==> src/rtl/lc3b_types.sv <==
// Shared LC-3b types for the memory-port arbiter: command struct, FSM states and a
// command-building helper.
package lc3b_types;

  typedef logic [15:0] lc3b_word;
  typedef logic [1:0]  lc3b_mem_wmask;

  typedef enum logic [1:0] {
    IDLE  = 2'd0,
    GNT_I = 2'd1,
    GNT_D = 2'd2,
    GAP   = 2'd3
  } arb_state_t;

  typedef enum logic {
    SIDE_I = 1'b0,
    SIDE_D = 1'b1
  } arb_side_t;

  typedef struct packed {
    logic          read;
    logic          write;
    lc3b_word      address;
    lc3b_word      wdata;
    lc3b_mem_wmask byte_enable;
  } mem_cmd_t;

  // A requester asserting both read and write is treated as a write.
  function automatic mem_cmd_t make_cmd(input logic          read,
                                        input logic          write,
                                        input lc3b_word      address,
                                        input lc3b_word      wdata,
                                        input lc3b_mem_wmask byte_enable);
    mem_cmd_t cmd;
    cmd.read        = read & ~write;
    cmd.write       = write;
    cmd.address     = address;
    cmd.wdata       = wdata;
    cmd.byte_enable = byte_enable;
    return cmd;
  endfunction

endpackage

==> src/rtl/arb_cmd_reg.sv <==
// Loadable memory-command register; a strobe-clear drops read/write while keeping
// address, data and byte mask.
module arb_cmd_reg
  import lc3b_types::*;
(
  input  logic     clk,
  input  logic     rst_n,
  input  logic     load,
  input  logic     strobe_clr,
  input  mem_cmd_t cmd_d,
  output mem_cmd_t cmd_q
);

  // NOTE: state is updated only with non-blocking assignments so every register
  // samples pre-edge values, independent of block evaluation order.
  always_ff @(posedge clk or negedge rst_n) begin
    if (!rst_n) begin
      cmd_q <= '0;
    end else if (load) begin
      cmd_q <= cmd_d;
    end else if (strobe_clr) begin
      cmd_q.read  <= 1'b0;
      cmd_q.write <= 1'b0;
    end
  end

endmodule

==> src/rtl/mem_port_arbiter.sv <==
// Two-requester (instruction / data) arbiter for the single memory port.
// Define ARB_ROUND_ROBIN_EN for round-robin tie-break; default gives D fixed priority.
module mem_port_arbiter
  import lc3b_types::*;
#(
  parameter int CNT_W = 16
) (
  input  logic             clk,
  input  logic             rst_n,
  input  logic             i_mem_read,
  input  logic             i_mem_write,
  input  logic [15:0]      i_mem_address,
  input  logic [15:0]      i_mem_wdata,
  input  logic [1:0]       i_mem_byte_enable,
  output logic             i_mem_resp,
  output logic [15:0]      i_mem_rdata,
  input  logic             d_mem_read,
  input  logic             d_mem_write,
  input  logic [15:0]      d_mem_address,
  input  logic [15:0]      d_mem_wdata,
  input  logic [1:0]       d_mem_byte_enable,
  output logic             d_mem_resp,
  output logic [15:0]      d_mem_rdata,
  output logic             mem_read,
  output logic             mem_write,
  output logic [15:0]      mem_address,
  output logic [15:0]      mem_wdata,
  output logic [1:0]       mem_byte_enable,
  input  logic             mem_resp,
  input  logic [15:0]      mem_rdata,
  output logic [CNT_W-1:0] i_count,
  output logic [CNT_W-1:0] d_count
);

  arb_state_t state, state_nxt;
  arb_side_t  last_grant;
  mem_cmd_t   cmd_d, cmd_q;
  logic       i_pend, d_pend, grant_d, load, done_i, done_d;

  assign i_pend = i_mem_read | i_mem_write;
  assign d_pend = d_mem_read | d_mem_write;

  // Winner is only meaningful in IDLE; elsewhere it is ignored.
  always_comb begin
`ifdef ARB_ROUND_ROBIN_EN
    if (i_pend && d_pend) grant_d = (last_grant == SIDE_I);
    else                  grant_d = d_pend;
`else
    grant_d = d_pend;
`endif
  end

  assign load   = (state == IDLE) && (i_pend || d_pend);
  assign cmd_d  = grant_d
                ? make_cmd(d_mem_read, d_mem_write, d_mem_address, d_mem_wdata, d_mem_byte_enable)
                : make_cmd(i_mem_read, i_mem_write, i_mem_address, i_mem_wdata, i_mem_byte_enable);
  assign done_i = (state == GNT_I) && mem_resp;
  assign done_d = (state == GNT_D) && mem_resp;

  arb_cmd_reg u_cmd_reg (
    .clk        (clk),
    .rst_n      (rst_n),
    .load       (load),
    .strobe_clr (done_i | done_d),
    .cmd_d      (cmd_d),
    .cmd_q      (cmd_q)
  );

  // NOTE: next-state is defaulted first so no path through the case can infer a latch.
  always_comb begin
    state_nxt = state;
    unique case (state)
      IDLE:    if (load) state_nxt = grant_d ? GNT_D : GNT_I;
      GNT_I:   if (mem_resp) state_nxt = GAP;
      GNT_D:   if (mem_resp) state_nxt = GAP;
      GAP:     state_nxt = IDLE;
      default: state_nxt = IDLE;
    endcase
  end

  always_ff @(posedge clk or negedge rst_n) begin
    if (!rst_n) begin
      state      <= IDLE;
      last_grant <= SIDE_I;
      i_count    <= '0;
      d_count    <= '0;
    end else begin
      state <= state_nxt;
      if (done_i) begin
        i_count    <= i_count + CNT_W'(1);
        last_grant <= SIDE_I;
      end
      if (done_d) begin
        d_count    <= d_count + CNT_W'(1);
        last_grant <= SIDE_D;
      end
    end
  end

  // Response is steered to the granted side only; read data is shared.
  assign i_mem_resp  = done_i;
  assign d_mem_resp  = done_d;
  assign i_mem_rdata = mem_rdata;
  assign d_mem_rdata = mem_rdata;

  assign mem_read        = cmd_q.read;
  assign mem_write       = cmd_q.write;
  assign mem_address     = cmd_q.address;
  assign mem_wdata       = cmd_q.wdata;
  assign mem_byte_enable = cmd_q.byte_enable;

endmodule
==> config.mk <==
export PLATFORM = sky130hd
export DESIGN_NAME = mem_port_arbiter
export DESIGN_NICKNAME = d
export VERILOG_FILES = /design/src/rtl/lc3b_types.sv /design/src/rtl/arb_cmd_reg.sv /design/src/rtl/mem_port_arbiter.sv
export SDC_FILE = /design/constraint.sdc
export NUM_CORES = 1
export LEC_CHECK = 0
export ABC_AREA = 0
export ABC_CLOCK_PERIOD_IN_PS = 1550
export BUFFER_PORTS_ARGS = -buffer_cell sky130_fd_sc_hd__buf_2
export CORE_MARGIN = 8
export CORE_UTILIZATION = 40
export CTS_CLUSTER_DIAMETER = 30
export DETAILED_ROUTE_END_ITERATION = 7
export GPL_TIMING_DRIVEN = 0
export PLACE_DENSITY = 0.76
export SLEW_MARGIN = 15
export SYNTH_ARGS = -nofsm -noshare
export SYNTH_HDL_FRONTEND = slang
export SYNTH_SLANG_ARGS = --single-unit
==> constraint.sdc <==
create_clock -name clk -period 1.55 [get_ports clk]
set_clock_uncertainty 0.15 [all_clocks]
set_input_delay 0.2325 -clock clk [delete_from_list [all_inputs] [get_ports clk]]
set_output_delay 0.2325 -clock clk [all_outputs]
set_load 0.005 [all_outputs]
==> impl_metrics.csv <==
group,metric,value,unit
timing,worstMarginPinSlew,0.435,ns
global_routing,grt_pass1_wl,14800,um
yosys,netlist.area_leader.share,0.506,
clocking,cts-root-buf,"clkbuf_8",
yosys,netlist_area,3460,um^2
die,fp.dieW,109,um
critical_path,crit_path_max_fanout,4,
critical_path,crit_type,"reg2reg",
min_path,whs_path_depth,3,
place,detailed_place_hpwl,7580,um
min_path,min_to,"u_cmd_reg.cmd_q[30]",
power_and_ir_drop,ir_drop,818,uV
timing,finalSetupViolations,44,
global_routing,track_usage,0.156,
place,portBuffers,175,
critical_path,ff2ff_path_depth,6,
routing,dr.pass1.iters,4,
critical_path,reg2reg_to,"d_count[11]",
timing,slew_viol_final,0,
yosys,synth_compound_area_frac,0.0773,
routing,drtAntennaViolNets,0,
layout,drive_gt1_frac,0.515,
routing,vias,3044,
yosys,syn_inst,326,
critical_path,critPathRequiredTime,1.62,ns
yosys,yosysWarnings,0,
layout,area_growth,41.8,%
layout,fin_util,0.574,
yosys,yosys.area.top_type,"dfrtp_1",
clocking,cts_inserted_buffers,9,
global_routing,grt_pass1_vias,3091,
timing,fmax,574,MHz
yosys,ys_top_cells_by_count,"dfrtp_1, nand2_1, mux2i_1, buf_4, o21ai_0",
clocking,cts.htree.levels,3,
status,violations,"negative setup slack",
timing,slew_headroom,0.710,
routing,drt_wl_total,9880,um
yosys,ys.flop_type,"dfrtp_1",
yosys,synth_top_family_by_area,"simple AND/OR/NAND/NOR gates",
power_and_ir_drop,power_leakage,2.62,nW
die,die_h,109,um
critical_path,worstPathArrival,1.81,ns
power_and_ir_drop,power,6.88,mW
yosys,synthTopCellsByArea,"dfrtp_1, mux2i_1, buf_4",
yosys,synth-adder-area-share,0.0217,
timing,rsz0062_at_grt,"true",
yosys,avgSynthCellArea,10.6,um^2
timing,final_hold_viol_count,0,
routing,wire_per_inst,15.5,um
critical_path,r2r_start,"state[0]",
status,status,"finished with violations",
layout,n_antenna_cell,0,
critical_path,start_kind,"flop",
yosys,ys_seq_elements,70,
yosys,synth_cell_types,32,
clocking,cts_tree,"done",
place,gp_congestion,0.736,
yosys,synthSimpleGateAreaFrac,0.121,
yosys,synth.most_common_cell,"dfrtp_1",
die,initial_core_util,0.405,
routing,drc,0,
routing,drt-initial-drc-count,103,
flow_run,maxCapViolCount,0,
yosys,muxShareOfSynthArea,0.105,
yosys,synth_nets,423,
layout,nNetsFinal,624,
min_path,min_from,"d_mem_address[12]",
yosys,yosysSeqAreaShare,0.506,
die,rows,34,
die,die_area,11900,um^2
global_routing,antenna_found_initial,0,
yosys,synth_xor_area_frac,0.0759,
clocking,clk_latency,0.33,ns
global_routing,grt_max_degree,39,
layout,fin_cells,638,
min_path,hp-class,"in2reg",
yosys,synth_edf_count,0,
clocking,cts_buffer_depth,2,
critical_path,critPathCaptureType,"flop",
timing,fin_crit_sh,1.12,
yosys,async_flop_share,1.00,
clocking,clk_pin_slew_worst_paths,0.07,ns
global_routing,overflow,0,
clocking,cts.sinks,70,
critical_path,reg2reg_slack,-0.19,ns
routing,vias_per_cell,4.77,
die,ios,193,
place,dpl.cell_count,610,
timing,hold_ws,0.0302,ns
die,core-area,8550,um^2
timing,fin_crit,1.74,ns
timing,setup_ws,-0.191,ns
power_and_ir_drop,power_density,1400,nW/um^2
## metal layers
metal | share of wire | track usage | vias up
li1 | - | - | 1474
met1 | 0.38 | 0.175 | 1438
met2 | 0.51 | 0.270 | 123
met3 | 0.10 | 0.0561 | 9
met4 | 0.0082 | 0.0459 | 0
met5 | 0 | 0 | -
## how the worst max path moves through the flow
stage	endpoint	start
floorplan	d_count[10]	state[0]
global placement	u_cmd_reg.cmd_q[25]	rst_n
detailed placement	d_count[10]	state[0]
CTS	d_mem_resp	state[0]
global route	d_count[11]	state[0]
finish	d_count[11]	state[0]
## final cells by class
type / count / area [um^2]
fill: 777 / 3640
clock inverter: 2 / 10.0
sequential: 70 / 1750
multi-input combinational: 207 / 1530
tap: 108 / 135
clock buffer: 12 / 145
inverter: 6 / 25.0
timing repair buffer: 190 / 1010
buffer: 43 / 307
## power breakdown
group	total, mW	switching, mW	internal [mW]
clock network	1.23	0.629	0.603
logic	2.81	1.46	1.35
registers	2.84	0.400	2.44
## flip-flops by register name, indices dropped and copies added, names as in the netlist
register / cells
state: 2
d_count: 16
i_count: 16
u_cmd_reg.cmd_q: 36
## cell families (layout without fill, tap and decap cells)
group                      count (synthesis)  count (layout)
and+or+nand+nor                           88              88
DFF                                       70              70
buffers and inverters                     49             253
AOI/OAI and AO/OA                         47              47
muxes                                     36              36
xor gates and xnor gates                  30              30
adders and majority gates                  6               6
## through the flow
stage | worst slack (ns) | TNS [ns] | instance area [um^2]
6_report | -0.191 | -3.75 | 4910
4_1_cts | -0.147 | -3.11 | 4820
2_1_floorplan | -0.0122 | -0.0122 | 3470
5_1_grt | -0.259 | -8.19 | 4910
3_5_place_dp | -0.251 | -9.71 | 4510
3_3_place_gp | -0.231 | -24.12 | 4480
## critical path, cell delays in order (launching register included)
cell and delay, ns:
dfrtp_2 0.44, inv_4 0.08, ha_4 0.15, nand4_1 0.19, nor3_4 0.33, nand4_1 0.14
xnor2_1 0.15
## placed cells by master (no fill, tap or decap), types with 2 or more instances in the layout
cell type	instances
nor2_1	2
ha_4	2
dfrtp_1	69
nor2_4	6
mux2_2	2
o21ai_0	22
o22a_1	2
buf_4	46
nand2_1	47
and2_1	2
buf_6	2
ha_1	3
clkinv_2	2
xnor2_1	21
and3_1	3
nand3_1	3
o21ai_1	14
nor2_2	2
nand3_2	4
a21oi_1	4
xor2_1	9
clkbuf_1	2
buf_2	182
nand4_1	9
and4_1	2
mux2i_1	34
nor3_4	2
a31oi_1	2
clkbuf_8	10
inv_1	4
## timing repair
item | CTS | global route
resized for setup | 23 | 16
buffers inserted | 7 | 7
endpoints found under the hold margin | 32 | 0
setup endpoints to repair | 60 | 65
hold buffers | 1 | 0
pin swaps | 16 | 15
(Power assumes the default switching activity.)
